==> config.mk <==
export PLATFORM = sky130hd
export DESIGN_NAME = systolic_array_ctrl
export DESIGN_NICKNAME = d
export VERILOG_FILES = /design/src/rtl/systolic_array_ctrl.sv
export SDC_FILE = /design/constraint.sdc
export NUM_CORES = 1
export LEC_CHECK = 0
export CAP_MARGIN = 15
export CORE_AREA = 2 2 208 210
export DETAILED_ROUTE_END_ITERATION = 7
export DIE_AREA = 0 0 210 212
export PLACE_DENSITY = 0.67
export SYNTH_ARGS = -nofsm -noshare
export SYNTH_HDL_FRONTEND = slang
export SYNTH_SLANG_ARGS = --single-unit
==> constraint.sdc <==
create_clock -name CLK -period 15.91 [get_ports CLK]
set_input_delay 2.3865 -clock CLK [delete_from_list [all_inputs] [get_ports CLK]]
set_output_delay 2.3865 -clock CLK [all_outputs]
set_load 0.01 [all_outputs]
==> src/rtl/systolic_array_ctrl.sv <==
// Load/compute sequencer for the systolic array: streams rows into the array RF,
// holds WRITE for pipeline fill, runs a fixed compute window, then pulses DONE.
module systolic_array_ctrl #(
  parameter int unsigned DATA_W      = 16,
  parameter int unsigned LANES       = 16,
  parameter int unsigned DEPTH       = 8,
  parameter int unsigned IDX_W       = 5,
  parameter int unsigned FILL_CYC    = 2,
  parameter int unsigned COMPUTE_CYC = 30
) (
  input  logic                      CLK,
  input  logic                      RST,
  input  logic                      START,
  input  logic                      ABORT,
  input  logic [IDX_W-1:0]          NUM_ROWS,
  input  logic                      S_VALID,
  output logic                      S_READY,
  input  logic [LANES*DATA_W-1:0]   S_DATA,
  output logic                      SA_EN,
  output logic                      SA_RF_EN,
  output logic                      SA_WRITE,
  output logic [IDX_W-1:0]          SA_IDX,
  output logic [LANES*DATA_W-1:0]   SA_DIN,
  output logic                      BUSY,
  output logic                      DONE,
  output logic [IDX_W:0]            ROWS_LOADED
);

  localparam int unsigned MaxCyc = (FILL_CYC > COMPUTE_CYC) ? FILL_CYC : COMPUTE_CYC;
  localparam int unsigned CntW   = $clog2(MaxCyc + 1);
  localparam int unsigned DinW   = LANES * DATA_W;

  localparam logic [CntW-1:0] FillLoad  = CntW'(FILL_CYC - 1);
  localparam logic [CntW-1:0] CompLoad  = CntW'(COMPUTE_CYC - 1);
  localparam logic [IDX_W:0]  DepthRows = (IDX_W+1)'(DEPTH);

  typedef enum logic [2:0] {StIdle, StLoad, StFill, StCompute, StDone} state_e;

  state_e            state_q, state_d;
  logic [CntW-1:0]   cnt_q, cnt_d;
  logic [IDX_W:0]    rows_q, rows_d;
  logic [IDX_W:0]    num_q, num_d;
  logic [IDX_W-1:0]  idx_q, idx_d;
  logic [DinW-1:0]   din_q, din_d;
  logic              en_q, en_d;
  logic              write_q, write_d;
  logic              done_q, done_d;
  logic              beat;

  always_comb begin
    state_d = state_q;
    cnt_d   = cnt_q;
    rows_d  = rows_q;
    num_d   = num_q;
    idx_d   = idx_q;
    din_d   = din_q;
    beat    = (state_q == StLoad) && S_VALID;

    // ABORT beats everything, including a final LOAD beat on the same edge.
    if (state_q != StIdle && ABORT) begin
      state_d = StIdle;
      cnt_d   = '0;
      idx_d   = '0;
      din_d   = '0;
    end else begin
      unique case (state_q)
        StIdle: begin
          if (START && !ABORT) begin
            state_d = StLoad;
            cnt_d   = '0;
            rows_d  = '0;
            if (NUM_ROWS == '0 || {1'b0, NUM_ROWS} > DepthRows) begin
              num_d = DepthRows;
            end else begin
              num_d = {1'b0, NUM_ROWS};
            end
          end
        end
        StLoad: begin
          if (beat) begin
            idx_d  = rows_q[IDX_W-1:0];
            din_d  = S_DATA;
            rows_d = rows_q + 1'b1;
            if (rows_q + 1'b1 == num_q) begin
              state_d = StFill;
              cnt_d   = FillLoad;
            end
          end
        end
        StFill: begin
          if (cnt_q == '0) begin
            state_d = StCompute;
            cnt_d   = CompLoad;
            idx_d   = '0;
            din_d   = '0;
          end else begin
            cnt_d = cnt_q - 1'b1;
          end
        end
        StCompute: begin
          if (cnt_q == '0) begin
            state_d = StDone;
          end else begin
            cnt_d = cnt_q - 1'b1;
          end
        end
        StDone:  state_d = StIdle;
        default: state_d = StIdle;
      endcase
    end

    en_d    = (state_d != StIdle);
    write_d = (state_d == StLoad) || (state_d == StFill);
    done_d  = (state_d == StDone);
  end

  always_ff @(posedge CLK or posedge RST) begin
    if (RST) begin
      state_q <= StIdle;
      cnt_q   <= '0;
      rows_q  <= '0;
      num_q   <= '0;
      idx_q   <= '0;
      din_q   <= '0;
      en_q    <= 1'b0;
      write_q <= 1'b0;
      done_q  <= 1'b0;
    end else begin
      state_q <= state_d;
      cnt_q   <= cnt_d;
      rows_q  <= rows_d;
      num_q   <= num_d;
      idx_q   <= idx_d;
      din_q   <= din_d;
      en_q    <= en_d;
      write_q <= write_d;
      done_q  <= done_d;
    end
  end

  assign S_READY     = (state_q == StLoad);
  assign SA_EN       = en_q;
  assign SA_RF_EN    = en_q;
  assign BUSY        = en_q;
  assign SA_WRITE    = write_q;
  assign DONE        = done_q;
  assign SA_IDX      = idx_q;
  assign SA_DIN      = din_q;
  assign ROWS_LOADED = rows_q;

endmodule
==> flow_summary.json, run 1 <==
{
  "cp_max_fo": 89,
  "whs_ns": 0.461,
  "synth.lib_cells_used.distinct": 44,
  "ranking_of_synthesized_cells_by_area": "sky130_fd_sc_hd__dfrtp_1 61%, sky130_fd_sc_hd__nand2_1 18%, sky130_fd_sc_hd__nand3_1 11%",
  "synth_top_area_share_pct": 61.2,
  "clk_pin_slew_worst_paths_ns": 0.06,
  "ys_seq_elements": 283,
  "final.period_utilization_pct": 32.6,
  "run_status": "finished, final reports clean",
  "finalSetupViolCount": 0,
  "slew_violations": 0,
  "dp_hpwl_um": 27800,
  "clock_insertion_delay_worst_skew_ns": 0.52,
  "dpl_worst_slack_ns": 10.24,
  "synth_enable_flop_cells": 0,
  "critical_path.startpoint_type": "input pin",
  "clock_sinks": 283,
  "rsz0062_at_grt": "no",
  "yosys_most_used_dff": "sky130_fd_sc_hd__dfrtp_1",
  "vias_in_the_first_global_route": 10400,
  "worstMarginPinSlew_ns": 1.08,
  "postCtsHoldBufs": 0,
  "synthArstFlopShare_pct": 100,
  "synth_net_count": 1548,
  "post_route_cells_drive_above_1_share_pct": 3.63,
  "final_hold_viol_count": 0,
  "layout_common_cells": "544 x sky130_fd_sc_hd__nand2_1, 538 x sky130_fd_sc_hd__clkdlybuf4s50_1, 283 x sky130_fd_sc_hd__dfrtp_1",
  "synthToLayoutAreaGrowth_pct": 58.7,
  "totalPowerFinal_w": 0.00281,
  "grt_remaining_overflow": 0,
  "io_buffer_count": 538,
  "io_pins": 539,
  "grt_max_degree": 139,
  "n_fill_cell": 4148,
  "timing.critical_path.arrival_ns": 5.64,
  "drv_cap": 0,
  "cts_max_path_buffers": 3,
  "grt_first_pass_wirelength_um": 60100,
  "layout_commonest_cell": "sky130_fd_sc_hd__nand2_1",
  "syn-cell-area_mm2": 0.0116,
  "finish.net_count": 2038,
  "crit_type": "in -> reg",
  "max_freq_mhz": 193,
  "fin_skew_ns": 0.0182,
  "floorplan.die.width_um": 210,
  "avgSynthCellArea_um2": 9.03,
  "design.die.area_mm2": 0.0445,
  "area_of_combinational_cells_with_multiple_inputs_mm2": 0.00400,
  "power_density_mw_per_mm2": 153,
  "synthesis.yosys.warnings": 0,
  "cts-htree-levels": 2,
  "synth_top_area_cell": "sky130_fd_sc_hd__dfrtp_1",
  "worst_rel_slew_slack_pct": 27.7,
  "rows": 76,
  "tritoncts.num_buffers": 35,
  "route.final.wire_length_um": 39800,
  "min_delay_path_depth": 2,
  "first_pass_iters": 5,
  "power_leakage_nw": 8.68,
  "drt_first_iter_violations": 1037,
  "vias_per_cell": 4.56,
  "combined_flip_flop_and_latch_cell_area_mm2": 0.00708,
  "antenna_violations_before_repair": 2,
  "post_synth_inst_count": 1280,
  "starting_density_of_the_core_pct": 27.2,
  "vdd_ir_drop_max_mv": 0.0675,
  "gp_congestion": 0.833,
  "end_kind": "flop",
  "post_cts_buffers": 0,
  "antenna_left": 0,
  "ctsResizeCount": 0,
  "crit_required_ns": 16.36,
  "fin_ws_ns": 10.72,
  "grt_usage_pct": 17.1,
  "clock_tree_from_tritoncts": "built",
  "setup_total_negative_slack_ns": 0,
  "drcViolationCount": 0,
  "die_h_um": 212,
  "via_count": 10700,
  "core_area_mm2": 0.0425,
  "cts-root-buf": "sky130_fd_sc_hd__clkbuf_16",
  "synth-seq-area-share_pct": 61.2,
  "min_period_ns": 5.19,
  "r2r.worst_path.cells": 9,
  "holdCritPathClass": "reg -> reg",
  "routed_wire_length_per_instance_um": 17.0
}
## synth_stat cells, types with 2 or more instances
library cell	instances
sky130_fd_sc_hd__a21oi_1	8
sky130_fd_sc_hd__a32o_1	2
sky130_fd_sc_hd__and2_1	3
sky130_fd_sc_hd__buf_2	38
sky130_fd_sc_hd__buf_4	3
sky130_fd_sc_hd__buf_6	9
sky130_fd_sc_hd__clkbuf_1	46
sky130_fd_sc_hd__dfrtp_1	283
sky130_fd_sc_hd__ha_1	2
sky130_fd_sc_hd__inv_1	6
sky130_fd_sc_hd__nand2_1	544
sky130_fd_sc_hd__nand2b_1	3
sky130_fd_sc_hd__nand3_1	264
sky130_fd_sc_hd__nor2_1	11
sky130_fd_sc_hd__nor3_1	3
sky130_fd_sc_hd__o211ai_1	2
sky130_fd_sc_hd__o21a_1	2
sky130_fd_sc_hd__o21ai_0	16
sky130_fd_sc_hd__o31a_1	2
sky130_fd_sc_hd__xnor2_1	4
sky130_fd_sc_hd__xor2_1	6
## registers in the layout (all words and copies together) (netlist names)
name / count
SA_DIN: 256
ROWS_LOADED: 6
SA_IDX: 5
cnt_q: 5
num_q: 5
state_q: 3
BUSY: 1
DONE: 1
SA_WRITE: 1
## per-layer routing
layer | GRT usage [%] | vias to the layer above | share of wire (%)
met5 | 0 | - | 0.033
met4 | 5.11 | 2 | 2.5
met3 | 5.44 | 64 | 8.2
met2 | 29.5 | 404 | 50
met1 | 20.5 | 5069 | 39
li1 | - | 5121 | -
## metrics by stage
step | instances | utilization, % | cell area [um^2]
2_1_floorplan | 1280 | - | 11600
3_3_place_gp | 2279 | 40.6 | 17300
3_5_place_dp | 2279 | 40.6 | 17300
4_1_cts | 2335 | 43.2 | 18300
5_1_grt | 2336 | 43.2 | 18300
6_report | 2336 | 43.2 | 18300
## path summary, 6_finish.rpt
kind | from | endpoint | slack, ns
worst max-delay path | ABORT | SA_DIN[51] | 10.72
worst min-delay path | SA_DIN[160] | SA_DIN[160] | 0.46
worst max register to register | cnt_q[0] | SA_DIN[51] | 11.98
worst min register to register | SA_DIN[160] | SA_DIN[160] | 0.46
max in group asynchronous | RST | SA_DIN[145] | 11.81
min in group asynchronous | RST | SA_DIN[65] | 2.49
## critical path: stages
cell	delay, ns
sky130_fd_sc_hd__clkdlybuf4s50_1	0.72
sky130_fd_sc_hd__a21oi_2	0.11
sky130_fd_sc_hd__o211ai_4	0.58
sky130_fd_sc_hd__buf_4	0.62
sky130_fd_sc_hd__buf_4	0.84
sky130_fd_sc_hd__nand3_1	0.17
sky130_fd_sc_hd__nand2_1	0.12
## final cells by class
cell class	instances	area share, %
flip-flops and latches	283	38.6
repair buffers	549	29.8
multi-input cells	895	21.8
clock buffers	51	5.61
well taps	546	3.72
clock inverters	5	0.300
inverters	6	0.164
diodes	1	0.0136
## where the power goes
part	internal, W	total (W)	leakage [nW]	switching, W
registers	0.000949	0.00108	3.58	0.000129
logic	0.000526	0.000973	4.57	0.000447
clock network	0.000461	0.000762	0.525	0.000302
total	0.00194	0.00281	8.68	0.000877
## kinds of logic (layout without fill, tap and decap cells)
| group | count (synthesis) | count (layout) | synth area share (%) |
|---|---|---|---|
| AND/OR/NAND/NOR | 837 | 837 | 30.7 |
| flip-flops | 283 | 283 | 61.2 |
| buffers and inverters | 102 | 611 | 4.40 |
| AO/OA/AOI/OAI | 45 | 45 | 2.59 |
| XOR/XNOR | 10 | 10 | 0.757 |
| adder cells (fa/ha/maj) | 2 | 2 | 0.216 |
| multiplexers | 1 | 1 | 0.0866 |
| other | 0 | 1 | 0 |
No activity file was read; power rests on OpenSTA's default activity.
==> inputs of run 2 (changes only) <==
clock period = 5.2 ns   (was 15.91 ns; I/O delays follow)
==> run 2 against run 1 <==
Compared with the run above:
- combinational power grew to 3.1 times the previous value
- first-iteration DRC count shrank 9.1%
- non-clock buffer count grew 1
- hold slack is essentially flat
- sequential share of layout area shrank 0.33 points
- clock-buffer cell count shrank 3
- global-route usage shrank 0.40 points
- die area is the same
- sequential power grew to 3.1 times the previous value
- core utilization grew 0.37 points
- routed wire length shrank 3.7%
- critical endpoint is now S_READY
- largest power group unchanged
==> flow_summary.json, run 2 (synthesized netlist as in run 1, its figures left out) <==
{
  "vias_in_the_first_global_route": 10500,
  "power_density_mw_per_mm2": 471,
  "grt_usage_pct": 16.7,
  "drt_first_iter_violations": 943,
  "routed_wire_length_per_instance_um": 16.4,
  "grt_util_met2_pct": 28.1,
  "via_count": 10700,
  "end_kind": "primary output",
  "final.period_utilization_pct": 58.1,
  "postCtsHoldBufs": 0,
  "antenna_violations_before_repair": 0,
  "cellInternalPower_w": 0.00603,
  "gp_congestion": 0.835,
  "fin_skew_ns": 0.0178,
  "rsz0062_at_grt": "no",
  "core_area_mm2": 0.0425,
  "grt_first_pass_wirelength_um": 59500,
  "finalSetupViolCount": 0,
  "clk_pin_slew_worst_paths_ns": 0.06,
  "clkPwrFrac_pct": 27.8,
  "timing.critical_path.arrival_ns": 2.24,
  "antenna_left": 0,
  "ctsResizeCount": 0,
  "route.final.wire_length_um": 38400,
  "totalPowerFinal_w": 0.00871,
  "tritoncts.num_buffers": 34,
  "largest_register_ff_count": 256,
  "final_hold_viol_count": 0,
  "grtUsageMet1_pct": 20.9,
  "max_freq_mhz": 331,
  "cts_max_path_buffers": 3,
  "post_cts_buffers": 0,
  "grt_remaining_overflow": 0,
  "worstMarginPinSlew_ns": 0.767,
  "vdd_ir_drop_max_mv": 0.202,
  "min_period_ns": 3.02,
  "drcViolationCount": 0,
  "post-place-cells": 2280,
  "final_cells": 2337,
  "critical_path.startpoint_type": "flop",
  "cp_max_fo": 14,
  "synthToLayoutAreaGrowth_pct": 60.1,
  "layout_commonest_cell": "sky130_fd_sc_hd__nand2_1",
  "crit_type": "reg -> out",
  "first_pass_iters": 5,
  "design.die.area_mm2": 0.0445,
  "dp_hpwl_um": 26500,
  "slew_violations": 0,
  "power.combinational.fraction_pct": 34.2,
  "io_buffer_count": 538,
  "drv_cap": 0,
  "setup_total_negative_slack_ns": 0,
  "vias_per_cell": 4.60,
  "rows": 76,
  "power.switching_fraction_pct": 30.8,
  "floorplan.die.width_um": 210,
  "cts-htree-levels": 2,
  "grt_most_used_layer": "met2",
  "worst_rel_slew_slack_pct": 48.9,
  "power_leakage_nw": 8.75,
  "n_fill_cell": 4070,
  "p_seq_share_pct": 37.9,
  "finish.net_count": 2038,
  "clock_sinks": 283,
  "crit_required_ns": 4.42,
  "io_pins": 539,
  "grt_max_degree": 136,
  "power.switching_w": 0.00268,
  "holdCritPathClass": "reg -> reg",
  "post_route_cells_drive_above_1_share_pct": 4.02,
  "diodes": 0,
  "die_h_um": 212,
  "r2r_slack_ns": 2.46,
  "final_core_util_pct": 43.5,
  "clock_tree_from_tritoncts": "built",
  "clock_insertion_delay_worst_skew_ns": 0.52,
  "run_status": "finished, final reports clean",
  "layout_common_cells": "544 x sky130_fd_sc_hd__nand2_1, 538 x sky130_fd_sc_hd__clkdlybuf4s50_1, 283 x sky130_fd_sc_hd__dfrtp_1",
  "cts-root-buf": "sky130_fd_sc_hd__clkbuf_16",
  "grt.met3_usage_pct": 4.45,
  "starting_density_of_the_core_pct": 27.2,
  "whs_ns": 0.461
}
[run 2: cell count changes in the layout (fill, tap and decap cells not counted), moves of 4 or more]
| cell | before | now |
|---|---|---|
| sky130_fd_sc_hd__clkbuf_1 | 9 | 4 |
| sky130_fd_sc_hd__clkbuf_8 | 5 | 9 |
| sky130_fd_sc_hd__buf_4 | 11 | 4 |
| sky130_fd_sc_hd__buf_12 | 0 | 8 |
[run 2: through the flow]
step / area (um^2) / setup slack [ns]
4_1_cts: 18500 / 2.15
2_1_floorplan: 11600 / 0.671
3_5_place_dp: 17400 / 1.98
3_3_place_gp: 17400 / 2.02
5_1_grt: 18500 / 2.03
6_report: 18500 / 2.18
[run 2: worst max-delay path: stages (launching register included)]
cell and delay (ns):
sky130_fd_sc_hd__dfrtp_1 0.59, sky130_fd_sc_hd__nor2b_1 0.37, sky130_fd_sc_hd__and2_1 0.20, sky130_fd_sc_hd__clkdlybuf4s50_1 0.56
[run 2: power by group through the flow]
stage / Sequential, W / Clock (W) / Combinational [W]
5_1_grt: 0.00339 / 0.00259 / 0.00323
3_3_place_gp: 0.00331 / 0 / 0.00297
2_1_floorplan: 0.00363 / 0 / 0.000754
4_1_cts: 0.00331 / 0.00250 / 0.00302
3_5_place_dp: 0.00333 / 0 / 0.00302
6_report: 0.00330 / 0.00242 / 0.00298
[run 2: final timing paths]
check | startpoint | to | cells past startpoint
max in group asynchronous | RST | SA_DIN[83] | 3
min in group asynchronous | RST | SA_DIN[20] | 2
max | state_q[0] | S_READY | 3
max reg2reg | cnt_q[0] | SA_DIN[185] | 8
min reg2reg | SA_DIN[9] | SA_DIN[9] | 2
min | SA_DIN[9] | SA_DIN[9] | 2
[run 2: area by class of cell]
class | count | area [um^2] | area share, %
multi-input cells | 895 | 4000 | 21.6
repair buffers | 550 | 5580 | 30.1
clock inverters | 9 | 126 | 0.683
flip-flops and latches | 283 | 7080 | 38.3
inverters | 6 | 26.3 | 0.142
clock buffers | 48 | 1010 | 5.48
well taps | 546 | 683 | 3.69
[run 2: layer usage]
layer / part of all wire (%) / wire [um]
met3: 7.1 / 2730
met1: 41 / 15800
met4: 2.5 / 966
met5: 0 / 0
met2: 49 / 18900
